[src/rtl/free_play_if.sv]
// -----------------------------------------------------------------------------
// free_play_if
// Bundle between the organ key/button panel and the free-play front-end.
//   keys        panel -> ctrl  raw key levels, 1 = pressed
//   but_up      panel -> ctrl  raw octave-up button
//   but_center  panel -> ctrl  raw octave-reset button
//   but_down    panel -> ctrl  raw octave-down button
//   sustain     panel -> ctrl  raw sustain level
//   notes       ctrl -> sound  polyphonic note vector (key order reversed)
//   shift       ctrl -> sound  current octave
//   note_valid  ctrl -> disp   monophonic channel has a note
//   note_idx    ctrl -> disp   monophonic note key index
//   note_on     ctrl -> disp   one-cycle pulse on a fresh monophonic note
// master = panel/consumer side, slave = the controller.
// -----------------------------------------------------------------------------
interface free_play_if #(
   parameter int N_KEYS = 8,
   parameter int OCT_W  = 2,
   parameter int IDX_W  = $clog2(N_KEYS)
);
   logic [N_KEYS-1:0] keys;
   logic              but_up;
   logic              but_center;
   logic              but_down;
   logic              sustain;
   logic [N_KEYS-1:0] notes;
   logic [OCT_W-1:0]  shift;
   logic              note_valid;
   logic [IDX_W-1:0]  note_idx;
   logic              note_on;

   modport master (
      output keys, but_up, but_center, but_down, sustain,
      input  notes, shift, note_valid, note_idx, note_on
   );

   modport slave (
      input  keys, but_up, but_center, but_down, sustain,
      output notes, shift, note_valid, note_idx, note_on
   );
endinterface

[src/rtl/free_play_ctrl.sv]
// -----------------------------------------------------------------------------
// free_play_ctrl
// Free-play front-end of the electronic organ. Synchronises the raw keys and
// the three octave buttons, debounces and edge-detects the buttons, keeps a
// saturating octave register and drives the polyphonic note vector plus a
// monophonic last-note-priority channel.
//
// Ports:
//   clk   system clock
//   rst   synchronous reset, active high
//   bus   free_play_if.slave (keys/buttons/sustain in, notes/shift/mono out)
//
// Build option:
//   FREE_SUSTAIN_EN  when defined, the sustain input latches pressed keys
//                    into the held set until sustain is released. When not
//                    defined the sustain input is ignored.
// -----------------------------------------------------------------------------
module free_play_ctrl #(
   parameter int N_KEYS      = 8,
   parameter int OCT_W       = 2,
   parameter int N_OCT       = 3,
   parameter int OCT_DEFAULT = 0,
   parameter int DEB_CYCLES  = 20000,
   parameter int IDX_W       = $clog2(N_KEYS)
) (
   input  logic        clk,
   input  logic        rst,
   free_play_if.slave  bus
);

   localparam int CNT_W = (DEB_CYCLES > 2) ? $clog2(DEB_CYCLES) : 1;
   localparam logic [CNT_W-1:0] CNT_LAST = CNT_W'(DEB_CYCLES - 1);
   localparam logic [OCT_W:0]   OCT_MAX  = (OCT_W+1)'(N_OCT - 1);
   localparam logic [OCT_W-1:0] OCT_RST  = OCT_W'(OCT_DEFAULT);

   // Button slots in the packed button vectors.
   localparam int B_UP     = 0;
   localparam int B_CENTER = 1;
   localparam int B_DOWN   = 2;

   typedef enum logic {
      ST_IDLE,
      ST_HOLD
   } mono_state_t;

   // ---------------------------------------------------------------------------
   // Input synchronisers
   // ---------------------------------------------------------------------------
   logic [N_KEYS-1:0] keys_s1;
   logic [N_KEYS-1:0] live;
   logic [N_KEYS-1:0] live_prev;
   logic [2:0]        btn_s1;
   logic [2:0]        btn_s2;

   always_ff @(posedge clk) begin
      if (rst) begin
         keys_s1   <= '0;
         live      <= '0;
         live_prev <= '0;
         btn_s1    <= '0;
         btn_s2    <= '0;
      end else begin
         // NOTE: non-blocking assignments let every flop sample the value from
         // before the edge, which is what makes this a two-stage chain.
         keys_s1   <= bus.keys;
         live      <= keys_s1;
         live_prev <= live;
         btn_s1    <= {bus.but_down, bus.but_center, bus.but_up};
         btn_s2    <= btn_s1;
      end
   end

   // ---------------------------------------------------------------------------
   // Button debounce: a change is accepted only after DEB_CYCLES consecutive
   // synchronised samples disagree with the debounced level.
   // ---------------------------------------------------------------------------
   logic [2:0]       btn_deb;
   logic [2:0]       btn_deb_prev;
   logic [CNT_W-1:0] btn_cnt [3];
   logic [2:0]       btn_rise;

   always_ff @(posedge clk) begin
      if (rst) begin
         btn_deb      <= '0;
         btn_deb_prev <= '0;
         for (int b = 0; b < 3; b++) begin
            btn_cnt[b] <= '0;
         end
      end else begin
         btn_deb_prev <= btn_deb;
         for (int b = 0; b < 3; b++) begin
            if (btn_s2[b] == btn_deb[b]) begin
               btn_cnt[b] <= '0;
            end else if (btn_cnt[b] == CNT_LAST) begin
               btn_deb[b] <= btn_s2[b];
               btn_cnt[b] <= '0;
            end else begin
               btn_cnt[b] <= btn_cnt[b] + CNT_W'(1);
            end
         end
      end
   end

   // A held button rises exactly once, so there is no auto-repeat.
   assign btn_rise = btn_deb & ~btn_deb_prev;

   // ---------------------------------------------------------------------------
   // Octave register. Arithmetic is one bit wider than shift so that both the
   // overflow above N_OCT-1 and the borrow below zero are visible before
   // saturation; nothing ever wraps.
   // ---------------------------------------------------------------------------
   logic [OCT_W-1:0] shift_q;
   logic [OCT_W:0]   shift_wide;
   logic [OCT_W:0]   shift_inc;
   logic [OCT_W:0]   shift_dec;
   logic [OCT_W:0]   shift_up_sat;
   logic [OCT_W:0]   shift_dn_sat;

   always_comb begin
      shift_wide   = {1'b0, shift_q};
      shift_inc    = shift_wide + (OCT_W+1)'(1);
      shift_dec    = shift_wide - (OCT_W+1)'(1);
      shift_up_sat = (shift_inc > OCT_MAX) ? OCT_MAX : shift_inc;
      // Top bit set after the subtraction means the result went below zero.
      shift_dn_sat = shift_dec[OCT_W] ? '0 : shift_dec;
   end

   always_ff @(posedge clk) begin
      if (rst) begin
         shift_q <= OCT_RST;
      end else if (btn_rise[B_CENTER]) begin
         shift_q <= OCT_RST;
      end else if (btn_rise[B_UP]) begin
         shift_q <= shift_up_sat[OCT_W-1:0];
      end else if (btn_rise[B_DOWN]) begin
         shift_q <= shift_dn_sat[OCT_W-1:0];
      end
   end

   // ---------------------------------------------------------------------------
   // Held-key set (live keys, optionally extended by the sustain latch)
   // ---------------------------------------------------------------------------
   logic [N_KEYS-1:0] press;
   logic [N_KEYS-1:0] held;

   assign press = live & ~live_prev;

`ifdef FREE_SUSTAIN_EN
   logic              sus_s1;
   logic              sus_s2;
   logic [N_KEYS-1:0] latch;

   // While sustain is down every press edge is remembered. Once the
   // synchronised sustain is low the latch is cleared on every edge, so the
   // first low cycle (the falling edge) empties it.
   always_ff @(posedge clk) begin
      if (rst) begin
         sus_s1 <= 1'b0;
         sus_s2 <= 1'b0;
         latch  <= '0;
      end else begin
         sus_s1 <= bus.sustain;
         sus_s2 <= sus_s1;
         latch  <= sus_s2 ? (latch | press) : '0;
      end
   end

   // Masking with sus_s2 makes the sound vector drop back to live keys on the
   // very edge where sustain falls, not one edge later.
   assign held = live | (sus_s2 ? latch : '0);
`else
   logic sustain_unused;

   assign sustain_unused = bus.sustain;
   assign held           = live;
`endif

   // ---------------------------------------------------------------------------
   // Polyphonic note vector: key i sounds on notes[N_KEYS-1-i].
   // ---------------------------------------------------------------------------
   logic [N_KEYS-1:0] notes_nxt;
   logic [N_KEYS-1:0] notes_q;

   always_comb begin
      // NOTE: the default assignment up front keeps this block purely
      // combinational even if the loop below were ever made conditional.
      notes_nxt = '0;
      for (int i = 0; i < N_KEYS; i++) begin
         notes_nxt[N_KEYS-1-i] = held[i];
      end
   end

   // Lowest set bit of a key vector; returns 0 for an empty vector.
   function automatic logic [IDX_W-1:0] lowest_set(input logic [N_KEYS-1:0] v);
      lowest_set = '0;
      for (int i = N_KEYS - 1; i >= 0; i--) begin
         if (v[i]) begin
            lowest_set = IDX_W'(i);
         end
      end
   endfunction

   // ---------------------------------------------------------------------------
   // Monophonic last-note-priority channel plus the registered note vector.
   // A fresh press always takes priority over a release of the current note.
   // ---------------------------------------------------------------------------
   mono_state_t      mono_state;
   logic             note_valid_q;
   logic [IDX_W-1:0] note_idx_q;
   logic             note_on_q;

   always_ff @(posedge clk) begin
      if (rst) begin
         // NOTE: everything here is a plain register, so all of it is reset;
         // there is no storage array that would be left out of reset.
         mono_state   <= ST_IDLE;
         note_valid_q <= 1'b0;
         note_idx_q   <= '0;
         note_on_q    <= 1'b0;
         notes_q      <= '0;
      end else begin
         notes_q   <= notes_nxt;
         note_on_q <= 1'b0;
         case (mono_state)
            ST_IDLE: begin
               if (|press) begin
                  mono_state   <= ST_HOLD;
                  note_valid_q <= 1'b1;
                  note_idx_q   <= lowest_set(press);
                  note_on_q    <= 1'b1;
               end
            end
            ST_HOLD: begin
               if (|press) begin
                  // Retrigger even when the index does not change.
                  note_idx_q <= lowest_set(press);
                  note_on_q  <= 1'b1;
               end else if (!held[note_idx_q]) begin
                  if (|held) begin
                     note_idx_q <= lowest_set(held);
                  end else begin
                     // note_idx keeps its last value for the display.
                     mono_state   <= ST_IDLE;
                     note_valid_q <= 1'b0;
                  end
               end
            end
            default: begin
               mono_state   <= ST_IDLE;
               note_valid_q <= 1'b0;
            end
         endcase
      end
   end

   assign bus.notes      = notes_q;
   assign bus.shift      = shift_q;
   assign bus.note_valid = note_valid_q;
   assign bus.note_idx   = note_idx_q;
   assign bus.note_on    = note_on_q;

endmodule
[src/flat_wrapper.sv]
// flat-port wrapper written by rule: the top's interface ports become plain ports
module free_play_ctrl_flat 
#(
   parameter int N_KEYS      = 8,
   parameter int OCT_W       = 2,
   parameter int N_OCT       = 3,
   parameter int OCT_DEFAULT = 0,
   parameter int DEB_CYCLES  = 20000,
   parameter int IDX_W       = $clog2(N_KEYS)
)
  (clk, rst, bus_keys, bus_but_up, bus_but_center, bus_but_down, bus_sustain, bus_notes, bus_shift, bus_note_valid, bus_note_idx, bus_note_on);
  free_play_if #(.N_KEYS(N_KEYS), .OCT_W(OCT_W), .IDX_W(IDX_W)) bus_i ();
  input  logic clk;
  input  logic rst;
  input wire logic [$bits(bus_i.keys)-1:0] bus_keys;
  input wire logic [$bits(bus_i.but_up)-1:0] bus_but_up;
  input wire logic [$bits(bus_i.but_center)-1:0] bus_but_center;
  input wire logic [$bits(bus_i.but_down)-1:0] bus_but_down;
  input wire logic [$bits(bus_i.sustain)-1:0] bus_sustain;
  output wire logic [$bits(bus_i.notes)-1:0] bus_notes;
  output wire logic [$bits(bus_i.shift)-1:0] bus_shift;
  output wire logic [$bits(bus_i.note_valid)-1:0] bus_note_valid;
  output wire logic [$bits(bus_i.note_idx)-1:0] bus_note_idx;
  output wire logic [$bits(bus_i.note_on)-1:0] bus_note_on;
  assign bus_i.keys = bus_keys;
  assign bus_i.but_up = bus_but_up;
  assign bus_i.but_center = bus_but_center;
  assign bus_i.but_down = bus_but_down;
  assign bus_i.sustain = bus_sustain;
  assign bus_notes = bus_i.notes;
  assign bus_shift = bus_i.shift;
  assign bus_note_valid = bus_i.note_valid;
  assign bus_note_idx = bus_i.note_idx;
  assign bus_note_on = bus_i.note_on;
  free_play_ctrl #(.N_KEYS(N_KEYS), .OCT_W(OCT_W), .N_OCT(N_OCT), .OCT_DEFAULT(OCT_DEFAULT), .DEB_CYCLES(DEB_CYCLES), .IDX_W(IDX_W)) u_core (.clk(clk), .rst(rst), .bus(bus_i));
endmodule
[config.mk]
export PLATFORM = sky130hd
export DESIGN_NAME = free_play_ctrl_flat
export DESIGN_NICKNAME = d
export VERILOG_FILES = /design/src/rtl/free_play_if.sv /design/src/rtl/free_play_ctrl.sv /design/src/flat_wrapper.sv
export SDC_FILE = /design/constraint.sdc
export NUM_CORES = 1
export LEC_CHECK = 0
export ABC_AREA = 1
export ABC_CLOCK_PERIOD_IN_PS = 1980
export BUFFER_PORTS_ARGS = -buffer_cell sky130_fd_sc_hd__buf_2
export CAP_MARGIN = 20
export CORE_ASPECT_RATIO = 0.75
export CORE_MARGIN = 2
export CORE_UTILIZATION = 30
export DETAILED_ROUTE_END_ITERATION = 7
export PLACE_DENSITY = 0.55
export SYNTH_ARGS = -nofsm -noshare
export SYNTH_HDL_FRONTEND = slang
export SYNTH_SLANG_ARGS = --single-unit
[constraint.sdc]
create_clock -name clk -period 1.98 [get_ports clk]
set_clock_uncertainty 0.1 [all_clocks]
set_input_delay 0.396 -clock clk [delete_from_list [all_inputs] [get_ports clk]]
set_output_delay 0.396 -clock clk [all_outputs]
set_load 0.03 [all_outputs]
* Word-level counts from Yosys, hierarchy flattened
Memories as Yosys holds them, arrays and structs flattened.
Index checks and enable logic that the tools add are counted.
** Word-level totals
- Output and inout bits :: 15
- Bits of input ports :: 14
- Logic and storage cells :: 142
- Memories kept :: 1
- Bits in writable memories :: 45
- Flip-flop bits (word level) :: 52
** Cells by class
- Add/subtract/negate cells :: 5
- Equality and inequality tests :: 12
- Muxes and demuxes :: 81
- Reduce and logical (&&, ||, !) cells :: 9
- Bitwise operators :: 17
- Order comparisons :: 2
** Memory list
- u_core.btn_cnt :: words 3, bits a word 15, rd ports 3, clocked after Yosys merged registers in 0, write ports 3, line free_play_ctrl.sv:79 : logic [CNT_W-1:0] btn_cnt [3];
** Operators with widths (number)
- $mux W15 :: 9
- $mux W3 :: 20
- $add A15 B1 Y15 const B :: 3
- $eq A15 B15 Y1 const B :: 3
- $mux W1 :: 44
- $reduce_or A8 Y1 :: 2
- $or A1 B1 Y1 :: 9
- $and A8 B8 Y8 :: 1
- $mux W2 :: 4
- $not A8 Y8 :: 1
- $ne A2 B2 Y1 const B :: 3
- $ne A3 B3 Y1 const B :: 2
- $pmux W3 S2 :: 1
- $reduce_and A2 Y1 :: 3
- $lt A3 B4 Y1 const B :: 1
- $not A1 Y1 :: 4
- $pmux W1 S2 :: 2
- $reduce_and A4 Y1 :: 1
- $add A2 B1 Y3 const B :: 1
- $and A3 B3 Y3 :: 1
- $bmux W1 S3 :: 1
- $eq A1 B1 Y1 :: 3
- $gt A3 B2 Y1 const B :: 1
- $not A3 Y3 :: 1
- 5 further kinds :: 5

* Longest topological paths before layout
Gate-level depths: netlist of run 1.
- Depth after elaboration :: 12
- Mapped depth :: 10
- Mapped depth without buffers :: 10

* Worst setup path before layout of run 1
Ideal clock, no wire load.
- Kind :: reg2reg
- Start :: memory u_core.btn_cnt[1][0] (netlist bit)
- End :: memory u_core.btn_cnt[1][9] (netlist bit) (data pin)
- Clock period less this slack :: 1632 ps
- Data required time :: 1626 ps
- Setup time :: 254 ps
- Stages on the path, launching flop included :: 11
- Path slack :: 348 ps
- Path buffers :: 1
- Data arrival time :: 1278 ps
- Cells stage by stage :: edfxtp_1 -> ha_1 -> nand2_1 -> inv_1 -> nand2_1 -> nor2_1 -> nand4_1 -> nand2_1 -> buf_2 -> nor2_1 -> o21a_1
** RTL lines (line)
- from (decl) :: free_play_ctrl.sv:79

==> results of run 1 <==
## per-stage QoR
step                      hold slack [ns]  power, mW  std cells  instance area, µm²  util, %
after detailed placement            0.292       2.45        765                4750     34.8
final                               0.156       4.08        781                5050     37.0
after floorplan                     0.288       2.35        560                4350        -
after global routing                0.149       4.26        781                5050     37.0
after CTS                           0.146       4.13        781                5040     36.9
after global placement              0.292       2.44        765                4750     34.8
## worst reg2reg max path: cells and delay by family, from the launching register on
family | cells | cell delay, ns
fa+ha+maj | 1 | 0.21
simple gates | 7 | 0.85
flops | 1 | 0.38
## cell usage after synthesis, types with 5 or more instances
| library cell | number |
|---|---|
| nand2_1 | 87 |
| a21oi_1 | 29 |
| inv_1 | 86 |
| nand4_1 | 8 |
| nor2_1 | 92 |
| xor2_1 | 5 |
| nor2_2 | 7 |
| o21ai_0 | 16 |
| nor3_1 | 22 |
| nand3_1 | 32 |
| dfxtp_1 | 44 |
| edfxtp_1 | 45 |
## kinds of logic (layout without fill, tap and decap cells)
kind of cell	count (synthesis)	count (layout)	synth area share, %
AND/OR/NAND/NOR	266	266	28.4
buffers and inverters	95	141	8.69
flip-flops	89	89	53.3
AO/OA/AOI/OAI	54	54	6.96
XOR/XNOR	8	8	1.67
adder cells (fa/ha/maj)	3	3	0.896
other	1	45	0.0895
## power groups by stage
stage | Combinational (mW) | Clock [mW] | Sequential [mW]
after floorplan | 0.213 | 0 | 2.14
after global placement | 0.325 | 0 | 2.12
after detailed placement | 0.330 | 0 | 2.12
after CTS | 0.332 | 1.72 | 2.08
after global routing | 0.381 | 1.78 | 2.09
final | 0.334 | 1.67 | 2.08
## metal layers
| metal | vias to the layer above | share of wire [%] | global-route usage (%) |
|---|---|---|---|
| met1 | 1519 | 53 | 14.7 |
| met2 | 33 | 43 | 17.4 |
| met4 | 0 | 0.98 | 3.75 |
| li1 | 1785 | - | - |
| met3 | 6 | 2.9 | 2.61 |
| met5 | - | 0 | 0 |
## flip-flops by register name, summed over array words and instances, names as in the netlist
| name | flops |
|---|---|
| u_core.bus.note_on | 1 |
| u_core.btn_deb_prev | 3 |
| u_core.mono_state | 1 |
| u_core.btn_deb | 3 |
| u_core.keys_s1 | 8 |
| u_core.held | 8 |
| u_core.bus.note_valid | 1 |
| u_core.btn_cnt | 45 |
| u_core.btn_s2 | 3 |
| u_core.bus.shift | 2 |
| u_core.bus.notes | 7 |
| u_core.live_prev | 1 |
| u_core.bus.note_idx | 3 |
| u_core.btn_s1 | 3 |
## layout make-up
type	instances	area share, %
Clock inverter	6	0.843
Clock buffer	10	4.96
Tap cell	175	4.34
Sequential cell	89	44.2
Timing Repair Buffer	37	4.16
Inverter	88	6.54
Multi-Input combinational cell	376	34.9
## final timing paths
kind | end | slack [ns] | depth (start not counted)
max | u_core.btn_cnt[2][14] | 0.20 | 8
min | u_core.keys_s1[3] | 0.16 | 3
max reg2reg | u_core.btn_cnt[2][14] | 0.20 | 8
min reg2reg | u_core.btn_s2[2] | 0.30 | 2
==> impl_metrics.json, run 1 <==
{
  "cap_violations": 0,
  "synth_cell_types": 37,
  "async_flop_share_pct": 0,
  "globalplace.congestion": 0.800,
  "fp.coreArea_mm2": 0.0137,
  "drcViolationCount": 0,
  "arrival_ns": 1.76,
  "swShare_pct": 24.9,
  "track_usage_pct": 11.0,
  "cp_top_family": "simple AND/OR/NAND/NOR gates",
  "crit_path_start_kind": "register",
  "finalHoldViolCount": 0,
  "wl_per_cell_um": 10.0,
  "final.setup.tns_ns": 0,
  "syn_area_mm2": 0.00419,
  "drt_iter0_drc": 170,
  "maxSlewViolCount": 0,
  "seq_power_share_pct": 51.0,
  "layout-drive-gt1-share_pct": 12.2,
  "portBuffers": 27,
  "crit_path_frequent_cell": "nor2_2",
  "rsz0062_at_grt": "false",
  "vias": 3343,
  "via_per_inst": 4.28,
  "crit_path_max_fanout": 5,
  "required_ns": 1.97,
  "p_leak_nw": 2.19,
  "clk_latency_ns": 0.33,
  "syn_inst": 516,
  "die_x_um": 140,
  "slowest_delay_ns": 0.38,
  "period_share_pct": 89.8,
  "cts_buffers": 9,
  "cell_internal_pwr_mw": 3.06,
  "drt-pass1-iter-count": 4,
  "comb_power_share_pct": 8.2,
  "num-nets-final": 618,
  "start_util_pct": 30.7,
  "grt_pass1_wl_mm": 13.5,
  "area_growth_pct": 20.6,
  "min_from": "bus_keys[3]",
  "gr-total-overflow": 0,
  "grt_pass1_vias": 3114,
  "setup_viol": 0,
  "dp_hpwl_mm": 5.98,
  "post-route-min-period_ns": 1.78,
  "worst_slack_ns": 0.202,
  "ctsHoldBuffers": 0,
  "power_density_mw_per_mm2": 808,
  "synth_seq_cells": 89,
  "cts.htree.levels": 3,
  "cts_tree": "built",
  "ant_nets": 0,
  "cts.sinks": 89,
  "antenna_found_initial": 0,
  "yosys_warnings": 0,
  "end_kind": "register",
  "dp_slack_ns": 0.153,
  "yosys.area.top_type": "edfxtp_1",
  "layout_commonest_cell": "nor2_1",
  "crit_buf_inv": 0,
  "final_cell_mix": "92 x nor2_1, 86 x inv_1, 86 x nand2_1, 45 x edfxtp_1, 45 x conb_1",
  "dieArea_mm2": 0.0149,
  "rows": 37,
  "crit_path_start": "u_core.btn_cnt[2][0]",
  "post_cts_resize_count": 0,
  "n_antenna_cell": 0,
  "fill_cells": 1376,
  "r2r_start": "u_core.btn_cnt[2][0]",
  "p_clk_share_pct": 40.8,
  "path_clk_slew_ns": 0.07,
  "synth_edf_count": 45,
  "status": "finished, final reports clean",
  "worst_path_max_delay_cell": "edfxtp_1",
  "synth_area_leaders": "edfxtp_1 32%, dfxtp_1 21%, nor2_1 8.2%",
  "yosysTopAreaCellShare_pct": 32.3,
  "die_h_um": 106,
  "seq_area_frac_synth_pct": 53.3,
  "p_switching_mw": 1.02,
  "postCtsSetupBuffers": 0,
  "regArea_mm2": 0.00223,
  "peakVddDrop_v": 0.000488,
  "worstHoldPathType": "input port to register",
  "multi_input_comb_area_mm2": 0.00176,
  "clockBufferDepth": 2,
  "grt_max_degree": 31,
  "max_freq_mhz": 562,
  "boundaryPins": 29,
  "worstPathCellList": "ha_1 > nand3_1 > nor2_2 > nand3_2 > nor2_2 > nand2_1 > nor2_1 > nor3_1",
  "crit_type": "register to register",
  "wirelength_mm": 7.82,
  "synth_top_flop_cell": "edfxtp_1",
  "cts_root_buffer": "clkbuf_16",
  "avgSynthCellArea_um2": 8.12
}
No activity file was read; power rests on OpenSTA's default activity.
==> run 2: changes to the inputs <==
--- a/config.mk
+++ b/config.mk
@@ -5,7 +5,6 @@
 export SDC_FILE = /design/constraint.sdc
 export NUM_CORES = 1
 export LEC_CHECK = 0
-export ABC_AREA = 1
 export ABC_CLOCK_PERIOD_IN_PS = 1980
 export BUFFER_PORTS_ARGS = -buffer_cell sky130_fd_sc_hd__buf_2
 export CAP_MARGIN = 20
==> impl_metrics.json, run 2 <==
{
  "dp_hpwl_mm": 5.04,
  "maxSlewViolCount": 0,
  "crit_path_max_fanout": 6,
  "ctsHoldBuffers": 0,
  "arrival_ns": 2.02,
  "cap_violations": 0,
  "track_usage_pct": 10.5,
  "required_ns": 2.09,
  "layout-drive-gt1-share_pct": 17.5,
  "portBuffers": 27,
  "tightest_slew_ns": 0.536,
  "end_kind": "register",
  "top_register": "u_core.btn_cnt",
  "grt_pass1_vias": 2458,
  "rsz0062_at_grt": "false",
  "antenna_found_initial": 0,
  "vias": 2738,
  "cts_buffers": 9,
  "drt-pass1-iter-count": 4,
  "cts.htree.levels": 3,
  "setup_viol": 0,
  "grt_max_degree": 28,
  "synthTopCellsByCount": "63 x nor2_1, 45 x edfxtp_1, 44 x dfxtp_1",
  "layout_commonest_cell": "nor2_1",
  "finalHoldViolCount": 0,
  "fp.coreArea_mm2": 0.0129,
  "highest_layer": "met4",
  "die_h_um": 103,
  "worstHoldPathType": "input port to register",
  "cts_root_buffer": "clkbuf_16",
  "synth_seq_cells": 89,
  "seq_area_frac_synth_pct": 56.7,
  "async_flop_share_pct": 0,
  "syn_inst": 370,
  "met3_wirelength_um": 237,
  "yosys.area.top_type": "edfxtp_1",
  "wl_per_cell_um": 10.8,
  "final_cell_mix": "62 x nor2_1, 45 x edfxtp_1, 45 x conb_1, 43 x dfxtp_1, 35 x nor2b_1",
  "m1WireLength_mm": 3.68,
  "clockBufferDepth": 2,
  "path_clk_slew_ns": 0.06,
  "drt_iter0_drc": 144,
  "die_x_um": 136,
  "yosysMostFrequentCell": "nor2_1",
  "power_density_mw_per_mm2": 821,
  "rows": 36,
  "gr-total-overflow": 0,
  "n_antenna_cell": 0,
  "dieArea_mm2": 0.0141,
  "relSlewSlack_pct": 63.8,
  "synth_area_leaders": "edfxtp_1 34%, dfxtp_1 22%, nor2_1 6.0%",
  "met2_length_mm": 2.93,
  "grt_pass1_wl_mm": 11.4,
  "wirelength_mm": 6.94,
  "largest_register_ffs": 45,
  "post-route-min-period_ns": 1.91,
  "drcViolationCount": 0,
  "crit_type": "register to register",
  "p_leak_nw": 1.91,
  "globalplace.congestion": 0.833,
  "cts.sinks": 89,
  "max_freq_mhz": 524,
  "fin_util_pct": 38.8,
  "yosysTopAreaCellShare_pct": 34.3,
  "num-nets-final": 486,
  "crit_path_start_kind": "register",
  "synth_edf_count": 45,
  "total_power_mw": 4.11,
  "synth_top_flop_cell": "edfxtp_1",
  "ant_nets": 0,
  "cts_tree": "built",
  "peakVddDrop_v": 0.000406,
  "status": "finished, final reports clean",
  "via_per_inst": 4.24,
  "syn_area_mm2": 0.00394,
  "start_util_pct": 30.6,
  "fill_cells": 1331,
  "avgSynthCellArea_um2": 10.6,
  "final.setup.tns_ns": 0,
  "yosys_warnings": 0,
  "boundaryPins": 29,
  "area_growth_pct": 27.0,
  "synth_cell_types": 42,
  "clk_latency_ns": 0.34,
  "period_share_pct": 96.3,
  "whs_ns": 0.164
}
[run 2: cell count changes after synthesis, sizes merged, moves of 10 or more]
| cell | change |
|---|---|
| nand3 | -15 |
| nor2b | +35 |
| nand2 | -74 |
| nor2 | -36 |
| nor3 | -20 |
| inv | -77 |
| nand2b | +10 |
| xnor2 | +12 |
| o21ai | -12 |
| xor2 | +20 |
| a21oi | -18 |
[run 2: layout make-up]
class / instances / area (µm²) / share of cell area (%)
flip-flops and latches: 89 / 2230 / 44.7
well taps: 171 / 214 / 4.28
clock inverters: 2 / 17.5 / 0.350
repair buffers: 52 / 323 / 6.45
inverters: 11 / 41.3 / 0.826
multi-input cells: 306 / 1890 / 37.7
clock buffers: 14 / 287 / 5.73
[run 2: stage by stage]
step / cells / setup WS (ns) / instance area (µm²)
3_3_place_gp: 627 / 0.0269 / 4600
2_1_floorplan: 414 / 0.0113 / 4120
6_report: 645 / 0.0732 / 5000
4_1_cts: 643 / 0.00301 / 4910
5_1_grt: 645 / 0.000886 / 5000
3_5_place_dp: 627 / 0.00385 / 4600
[run 2: power by group]
group	switching, mW	internal (mW)	total [mW]
Sequential	0.0690	2.01	2.08
Clock	0.691	1.01	1.70
Combinational	0.171	0.150	0.320
Total	0.931	3.18	4.11
[run 2: worst max-delay path, stage by stage, from the launching register on]
cell	delay [ns]
dfxtp_1	0.36
nor2b_1	0.18
or4_4	0.56
a311oi_4	0.33
buf_4	0.19
o41ai_4	0.07
[run 2: kinds of logic (layout without fill, tap and decap cells)]
| logic type | count (synthesis) | after routing | share of synthesized area, % |
|---|---|---|---|
| muxes | 8 | 8 | 2.89 |
| buffers and inverters | 19 | 79 | 1.91 |
| and+or+nand+nor | 183 | 183 | 23.9 |
| DFF | 89 | 89 | 56.7 |
| AOI/OAI and AO/OA | 27 | 27 | 4.67 |
| other | 1 | 45 | 0.0952 |
| xor gates and xnor gates | 40 | 40 | 8.90 |
| adders and majority gates | 3 | 3 | 0.953 |
[run 2: path summary, 6_finish.rpt]
kind                                 end         startpoint  cells past startpoint  slack [ns]
setup / recovery  u_core.bus.note_idx[1]     u_core.held[4]                      5        0.07
hold / removal         u_core.keys_s1[0]        bus_keys[0]                      2        0.16
setup reg to reg  u_core.bus.note_idx[1]     u_core.held[4]                      5        0.07
hold reg to reg           u_core.held[2]  u_core.keys_s1[2]                      1        0.34
[run 2: timing repair]
action	in CTS	in global routing
endpoints found under the hold margin	0	0
endpoints found under the setup margin	1	30
pin swaps	2	3
gates resized for setup	0	15
buffers inserted	0	2
[run 2: metal layers]
metal  GRT usage, %  vias to the layer above
met5              0                        -
met4           4.09                        0
met3           3.51                        7
met2           15.3                       31
met1           14.4                     1258
li1               -                     1442
